==> src/rtl/datapath_config_regs.sv <==
// rtl/datapath_config_regs.sv - AXI4-Lite config/status register file with byte strobes and error responses
module datapath_config_regs #(
    parameter int DW       = 32,
    parameter int AW       = 64,
    parameter int NUM_REGS = 8,
    parameter int NUM_STAT = 2,
    parameter logic [NUM_REGS*DW-1:0] RESET_VALUES = '0
) (
    input  logic                                   clk,
    input  logic                                   reset,
    output logic [NUM_REGS*DW-1:0]                 CFG_REGS,
    output logic [NUM_REGS-1:0]                    CFG_WR_PULSE,
    input  logic [((NUM_STAT > 0) ? NUM_STAT : 1)*DW-1:0] STATUS_IN,
    input  logic [AW-1:0]                          CFG_AXI_AWADDR,
    input  logic                                   CFG_AXI_AWVALID,
    output logic                                   CFG_AXI_AWREADY,
    input  logic [DW-1:0]                          CFG_AXI_WDATA,
    input  logic [DW/8-1:0]                        CFG_AXI_WSTRB,
    input  logic                                   CFG_AXI_WVALID,
    output logic                                   CFG_AXI_WREADY,
    output logic [1:0]                             CFG_AXI_BRESP,
    output logic                                   CFG_AXI_BVALID,
    input  logic                                   CFG_AXI_BREADY,
    input  logic [AW-1:0]                          CFG_AXI_ARADDR,
    input  logic                                   CFG_AXI_ARVALID,
    output logic                                   CFG_AXI_ARREADY,
    output logic [DW-1:0]                          CFG_AXI_RDATA,
    output logic [1:0]                             CFG_AXI_RRESP,
    output logic                                   CFG_AXI_RVALID,
    input  logic                                   CFG_AXI_RREADY
);

    localparam int SB   = DW / 8;
    localparam int OFFS = $clog2(SB);

    localparam logic [2:0] WR_IDLE    = 3'd0;
    localparam logic [2:0] WR_HAVE_AW = 3'd1;
    localparam logic [2:0] WR_HAVE_W  = 3'd2;
    localparam logic [2:0] WR_COMMIT  = 3'd3;
    localparam logic [2:0] WR_RESP    = 3'd4;
    localparam logic [0:0] RD_IDLE    = 1'b0;
    localparam logic [0:0] RD_RESP    = 1'b1;
    localparam logic [1:0] RESP_OKAY   = 2'b00;
    localparam logic [1:0] RESP_SLVERR = 2'b10;

    logic                         ready_en_q;
    logic [2:0]                   wr_state_q, wr_state_d;
    logic [AW-1:0]                aw_addr_q, aw_addr_d;
    logic [DW-1:0]                wdata_q, wdata_d;
    logic [SB-1:0]                wstrb_q, wstrb_d;
    logic [NUM_REGS-1:0][DW-1:0]  cfg_q, cfg_d;
    logic [NUM_REGS-1:0]          pulse_q, pulse_d;
    logic [1:0]                   bresp_q, bresp_d;
    logic [0:0]                   rd_state_q, rd_state_d;
    logic [DW-1:0]                rdata_q, rdata_d;
    logic [1:0]                   rresp_q, rresp_d;

    logic          aw_hs, w_hs, ar_hs;
    logic [AW-1:0] aw_idx, ar_idx;
    logic          unused_status;

    // Stays low through reset so no channel looks ready before the first post-reset edge.
    assign CFG_AXI_AWREADY = ready_en_q && (wr_state_q == WR_IDLE || wr_state_q == WR_HAVE_W);
    assign CFG_AXI_WREADY  = ready_en_q && (wr_state_q == WR_IDLE || wr_state_q == WR_HAVE_AW);
    assign CFG_AXI_ARREADY = ready_en_q && (rd_state_q == RD_IDLE);
    assign CFG_AXI_BVALID  = (wr_state_q == WR_RESP);
    assign CFG_AXI_BRESP   = bresp_q;
    assign CFG_AXI_RVALID  = (rd_state_q == RD_RESP);
    assign CFG_AXI_RDATA   = rdata_q;
    assign CFG_AXI_RRESP   = rresp_q;
    assign CFG_REGS        = cfg_q;
    assign CFG_WR_PULSE    = pulse_q;
    assign unused_status   = ^STATUS_IN;

    assign aw_hs  = CFG_AXI_AWVALID && CFG_AXI_AWREADY;
    assign w_hs   = CFG_AXI_WVALID && CFG_AXI_WREADY;
    assign ar_hs  = CFG_AXI_ARVALID && CFG_AXI_ARREADY;
    assign aw_idx = aw_addr_q >> OFFS;
    assign ar_idx = CFG_AXI_ARADDR >> OFFS;

    always_comb begin
        wr_state_d = wr_state_q;
        aw_addr_d  = aw_addr_q;
        wdata_d    = wdata_q;
        wstrb_d    = wstrb_q;
        cfg_d      = cfg_q;
        pulse_d    = '0;
        bresp_d    = bresp_q;
        if (aw_hs) aw_addr_d = CFG_AXI_AWADDR;
        if (w_hs) begin
            wdata_d = CFG_AXI_WDATA;
            wstrb_d = CFG_AXI_WSTRB;
        end
        case (wr_state_q)
            WR_IDLE: begin
                if (aw_hs && w_hs) wr_state_d = WR_COMMIT;
                else if (aw_hs)    wr_state_d = WR_HAVE_AW;
                else if (w_hs)     wr_state_d = WR_HAVE_W;
            end
            WR_HAVE_AW: if (w_hs) wr_state_d = WR_COMMIT;
            WR_HAVE_W:  if (aw_hs) wr_state_d = WR_COMMIT;
            WR_COMMIT: begin
                // Status and out-of-range targets fall through with SLVERR and no side effects.
                wr_state_d = WR_RESP;
                bresp_d    = RESP_SLVERR;
                for (int i = 0; i < NUM_REGS; i++) begin
                    if (aw_idx == AW'(i)) begin
                        bresp_d    = RESP_OKAY;
                        pulse_d[i] = 1'b1;
                        for (int b = 0; b < SB; b++) begin
                            if (wstrb_q[b]) cfg_d[i][b*8 +: 8] = wdata_q[b*8 +: 8];
                        end
                    end
                end
            end
            WR_RESP: if (CFG_AXI_BREADY) wr_state_d = WR_IDLE;
            default: wr_state_d = WR_IDLE;
        endcase
    end

    // Reads sample cfg_q, so a same-cycle commit to the same register is not visible.
    always_comb begin
        rd_state_d = rd_state_q;
        rdata_d    = rdata_q;
        rresp_d    = rresp_q;
        case (rd_state_q)
            RD_IDLE: begin
                if (ar_hs) begin
                    rd_state_d = RD_RESP;
                    rdata_d    = '0;
                    rresp_d    = RESP_SLVERR;
                    for (int i = 0; i < NUM_REGS; i++) begin
                        if (ar_idx == AW'(i)) begin
                            rdata_d = cfg_q[i];
                            rresp_d = RESP_OKAY;
                        end
                    end
                    for (int j = 0; j < NUM_STAT; j++) begin
                        if (ar_idx == AW'(NUM_REGS + j)) begin
                            rdata_d = STATUS_IN[j*DW +: DW];
                            rresp_d = RESP_OKAY;
                        end
                    end
                end
            end
            RD_RESP: if (CFG_AXI_RREADY) rd_state_d = RD_IDLE;
            default: rd_state_d = RD_IDLE;
        endcase
    end

    always_ff @(posedge clk or posedge reset) begin
        if (reset) begin
            ready_en_q <= 1'b0;
            wr_state_q <= WR_IDLE;
            aw_addr_q  <= '0;
            wdata_q    <= '0;
            wstrb_q    <= '0;
            cfg_q      <= RESET_VALUES;
            pulse_q    <= '0;
            bresp_q    <= RESP_OKAY;
            rd_state_q <= RD_IDLE;
            rdata_q    <= '0;
            rresp_q    <= RESP_OKAY;
        end else begin
            ready_en_q <= 1'b1;
            wr_state_q <= wr_state_d;
            aw_addr_q  <= aw_addr_d;
            wdata_q    <= wdata_d;
            wstrb_q    <= wstrb_d;
            cfg_q      <= cfg_d;
            pulse_q    <= pulse_d;
            bresp_q    <= bresp_d;
            rd_state_q <= rd_state_d;
            rdata_q    <= rdata_d;
            rresp_q    <= rresp_d;
        end
    end

endmodule

==> config.mk <==
export PLATFORM = sky130hd
export DESIGN_NAME = datapath_config_regs
export DESIGN_NICKNAME = d
export VERILOG_FILES = /design/src/rtl/datapath_config_regs.sv
export SDC_FILE = /design/constraint.sdc
export NUM_CORES = 1
export LEC_CHECK = 0
export BUFFER_PORTS_ARGS = -buffer_cell sky130_fd_sc_hd__buf_2
export CORE_MARGIN = 2
export CORE_UTILIZATION = 30
export CTS_CLUSTER_DIAMETER = 40
export CTS_CLUSTER_SIZE = 20
export DETAILED_ROUTE_END_ITERATION = 10
export SLEW_MARGIN = 0
export SYNTH_ARGS = -nofsm -noshare
export SYNTH_HDL_FRONTEND = slang
export SYNTH_SLANG_ARGS = --single-unit
==> constraint.sdc <==
create_clock -name clk -period 18.1 [get_ports clk]
set_input_delay 3.62 -clock clk [delete_from_list [all_inputs] [get_ports clk]]
set_output_delay 3.62 -clock clk [all_outputs]
set_load 0.02 [all_outputs]
---- Yosys cells after proc, flatten, opt, wreduce, memory -nomap -nowiden ----
Cells that the tools add are included.
word-level totals
  output and inout bits ................... 305
  word-level logic and storage cells ...... 160
  register bits after elaboration ......... 405
operators by class
  mux-type cells .......................... 47
  reduce and logical (&&, ||, !) cells .... 46
  equal/unequal tests ..................... 24
  bitwise operators ....................... 1
operators by type and width
  cell                                                    count
  equality test 62 x 3 -> 1 bit (second input constant)   8
  two-way mux 32 bit                                      10
  equality test 62 x 2 -> 1 bit (second input constant)   4
  logical NOT 64 bit                                      2
  equality test 62 x 1 -> 1 bit (second input constant)   2
  equality test 62 x 4 -> 1 bit (second input constant)   2
  AND reduction 3 bit                                     32
  two-way mux 2 bit                                       18
  two-way mux 3 bit                                       6
  case mux 3 bit (5 select lines)                         1
  two-way mux 1 bit                                       10
  two-way mux 8 bit                                       1
  logical AND 1 bit                                       7
  equality test 3 x 2 -> 1 bit (second input constant)    2
  inequality test 2 bit (second input constant)           2
  inequality test 4 x 3 -> 1 bit (second input constant)  1
  AND reduction 4 bit                                     1
  equality test 3 x 1 -> 1 bit (second input constant)    1
  equality test 3 bit (second input constant)             1
  logical NOT 3 bit                                       1
  logical OR 1 bit                                        2
  inequality test 2 x 1 -> 1 bit (second input constant)  1
  case mux 1 bit (2 select lines)                         1
  AND reduction 2 bit                                     1
  inverter 1 bit                                          1

---- Longest topological paths before layout ----
  depth after elaboration ................. 11
  mapped depth ............................ 8
  gate-level depth less buffers ........... 6

---- Worst setup path before layout ----
No wires, ideal clock.
  path kind ............................... input -> register
  start point ............................. in CFG_AXI_ARADDR[3]
  end point ............................... reg rdata_q[18] (netlist: CFG_AXI_RDATA[18])
  stages .................................. 7
  setup slack ............................. 12516 ps
  path buffers ............................ 3
  arrival time ............................ 5429 ps
  cells stage by stage .................... clkbuf_1 or4b_2 clkbuf_1 clkbuf_1 o221a_2 a2111oi_0 a211oi_1
between the ends
  longest elaborated chain between the ends .. 11
RTL lines
  what                              line  text
  start, declared                   24    input logic [AW-1:0] CFG_AXI_ARADDR,
  logical NOT 64 bit                133   if (ar_idx == AW'(i)) begin
  two-way mux 32 bit (8 in series)  133
  two-way mux 32 bit                139   if (ar_idx == AW'(NUM_REGS + j)) begin
  two-way mux 32 bit (*)            139
  end signal, assigned              174   rdata_q <= rdata_d;
  end, declared                     55    logic [DW-1:0] rdata_q, rdata_d;
Mark *: on every way between the ends. The rest lies on a longest branch, timed or not.
A chain may end at the register's enable or synchronous reset.

---- Worst setup path in the final report ----
  start point ............................. in CFG_AXI_ARADDR[38]
  end point ............................... reg rdata_q[18] (netlist: CFG_AXI_RDATA[18])
The elaborated chain is that of the path after synthesis.

==> qor.yml <==
nets: 2094
synth-simple-area-share: 0.0698
synth_edf_count: 0
grt_pass1_vias: 14335
drv_cap: 0
grt_max_degree: 129
synth.most_common_cell: "dfrtp_1"
drc: 0
p_leak_nw: 12.1
slew_viol_final: 0
routed_wirelength_um: 67400
yosysUniqueCellTypes: 54
synth_compound_area_frac: 0.0740
post_cts_resized: 0
worst-path-buf-inv: 2
critPathLaunchType: "input port"
critPathMaxStageDelay_ns: 0.88
r2r_start: "aw_addr_q[18]$_DFFE_PP0P_"
ctsHoldBuffers: 0
cts_tree: "yes"
crit_path_end_kind: "flop"
cp_slowest_cell: "nor4_1"
grt_remaining_overflow: 0
hold_class: "flop to flop"
first_iter_violations: 758
die_h_um: 248
crit_type: "input port to flop"
cp.depth: 8
yosysTopAreaCellShare: 0.560
cts_buffer_depth: 3
cp.arrival_ns: 6.77
synthMuxAreaShare: 0.278
synth-xor-area-share: 0
r2r_cells: 6
tightest_slew_ns: 1.21
yosys_warnings: 0
report.final.setup_viol: 0
cts.clk_slew.worst_paths_ns: 0.06
io_buffers: 533
hold_start: "wr_state_q[2]$_DFFE_PP0P_"
whs_path_depth: 1
ys_seq_area_frac: 0.560
hpwlAfterDp_um: 47600
design_area_um2: 24000
cp_max_fo: 31
synth_top_family_by_area: "multiplexers"
synth_area_per_cell_um2: 13.8
viasPerCell: 5.19
die_w_um: 248
ys_ff_latch: 401
io_pins: 540
clock-sinks: 401
finalCritPeriodShare: 0.351
insertion_delay_ns: 0.59
synth_ff_type: "dfrtp_1"
drive_gt1_frac: 0.590
grt_pass1_wl_um: 95700
num_rows: 89
maxSlewHeadroom: 0.193
drt-pass1-iter-count: 5
design.core.area_um2: 59000
setup-tns-final_ns: 0
r2r-end: "CFG_REGS[17]$_DFFE_PP0P_"
synthTopCellsByArea: "dfrtp_1 (56%), mux2_2 (21%), mux4_2 (4.0%), mux2i_1 (1.7%), o221a_2 (1.3%)"
dpl_cell_area_um2: 21500
critical_path.top_delay_family: "simple AND/OR/NAND/NOR gates"
synth_async_sr_flop_share: 1.00
postCtsSetupBuffers: 0
initial_core_util: 0.304
dieArea_um2: 61700
fillers: 5613
grt_usage: 0.214
finClkSkew_ns: 0.0222
numCtsBuffers: 74
drt-wirelength-per-cell_um: 25.0
antenna_left: 0
hold_viol: 0
worst-r2r-setup-slack_ns: 14.53
peakVddDrop_mv: 0.0954
antenna_found_initial: 8
area_growth_pct: 34.0
worstPathRequired_ns: 18.52
rsz0062_at_grt: "false"
synth_commonest_cells: "dfrtp_1 (401), mux2_2 (338), clkbuf_1 (51)"
power.density_nw_per_um2: 120
yosys.area.top_type: "dfrtp_1"
synth_adder_area_share: 0
worstHoldEndpoint: "wr_state_q[1]$_DFFE_PP0P_"
htreeDepth: 3
outcome: "complete, no violations"
period_minus_slack_ns: 6.35
fmax_ghz: 0.158
worstPathCellList: "buf_2, nor4_1, and4_1, nand4_1, or2_1, buf_4, a2111oi_0, a211oi_1"
postSynthCellCount: 1297
vias: 13982
synth_area_um2: 17900
clockRootBuffer: "clkbuf_16"
power_w: 0.00288
gp_congestion: 0.856
-- per-layer routing --
| layer | share of wire | track usage |
|---|---|---|
| met2 | 0.48 | 0.347 |
| met1 | 0.40 | 0.262 |
| met3 | 0.090 | 0.0748 |
| met4 | 0.033 | 0.0851 |
| met5 | 0.00082 | 0 |
-- cell type report --
type	count	area, um^2	share of cell area
flip-flops and latches	401	10000	0.418
clock buffers	91	2070	0.0861
diodes	5	12.5	0.000521
inverters	11	48.8	0.00203
multi-input cells	818	7610	0.317
clock inverters	42	443	0.0184
repair buffers	553	2830	0.118
well taps	773	967	0.0403
-- per-stage QoR --
step,hold slack [ns],utilization,setup slack (ns),cells
after CTS,0.496,0.407,12.01,2689
after floorplan,0.444,-,3.33,1298
after global placement,0.461,0.364,11.46,2556
after global routing,0.513,0.407,11.83,2691
final,0.495,0.407,11.75,2694
after detailed placement,0.490,0.364,11.39,2556
-- worst max path at each step --
stage | from | to | slack (ns)
after global routing | CFG_AXI_ARADDR[2] | CFG_AXI_RDATA[9]$_DFFE_PP0P_ | 11.83
after global placement | CFG_AXI_ARADDR[2] | CFG_AXI_RDATA[18]$_DFFE_PP0P_ | 11.46
after detailed placement | CFG_AXI_ARADDR[2] | CFG_AXI_RDATA[18]$_DFFE_PP0P_ | 11.39
after floorplan | reset | CFG_AXI_BRESP[1]$_DFFE_PP0P_ | 3.33
after CTS | CFG_AXI_ARADDR[2] | CFG_AXI_RDATA[18]$_DFFE_PP0P_ | 12.01
final | CFG_AXI_ARADDR[38] | CFG_AXI_RDATA[18]$_DFFE_PP0P_ | 11.75
-- registers in the layout, summed over array words and instances (netlist names) --
signal and flops:
CFG_WR_PULSE 8, CFG_AXI_BRESP 1, CFG_AXI_RDATA 32, wdata_q 32, ready_en_q 1, aw_addr_q 62
CFG_REGS 256, wr_state_q 3, CFG_AXI_RVALID 1, wstrb_q 4, CFG_AXI_RRESP 1
-- where the power goes --
part	internal, W	total (W)	switching, W
clock	0.000892	0.00139	0.000493
combinational	0.000156	0.000306	0.000150
sequential	0.00102	0.00119	0.000169
-- logic make-up after synthesis --
logic type	count (synthesis)
and+or+nand+nor	217
muxes	414
DFF	401
other	2
buffers and inverters	79
AOI/OAI and AO/OA	184
-- layout by cell type (no fill, tap or decap), types with 5 or more instances in the layout --
cell type | Yosys | final
buf_2 | 10 | 531
dfrtp_1 | 401 | 401
mux2_2 | 338 | 338
clkbuf_16 | 0 | 75
nor2_1 | 50 | 47
nand2_1 | 48 | 47
o21ai_0 | 46 | 46
nand2_2 | 32 | 33
mux4_2 | 32 | 32
mux2i_1 | 31 | 31
a22oi_1 | 28 | 28
nor4_1 | 29 | 27
o221a_2 | 21 | 21
buf_4 | 2 | 21
a211oi_1 | 19 | 19
a2111oi_0 | 19 | 19
a21oi_1 | 15 | 14
mux2_1 | 13 | 13
clkbuf_8 | 0 | 13
nand2b_1 | 12 | 12
inv_6 | 0 | 12
inv_1 | 11 | 10
o21ai_1 | 9 | 9
a221oi_1 | 9 | 9
clkinv_2 | 0 | 8
clkinv_4 | 0 | 7
clkinvlp_4 | 0 | 7
diode_2 | 0 | 5
nand4_1 | 5 | 5
nor3_1 | 5 | 5
bufinv_16 | 0 | 5
Note: power is estimated with default switching activity, not from simulation.
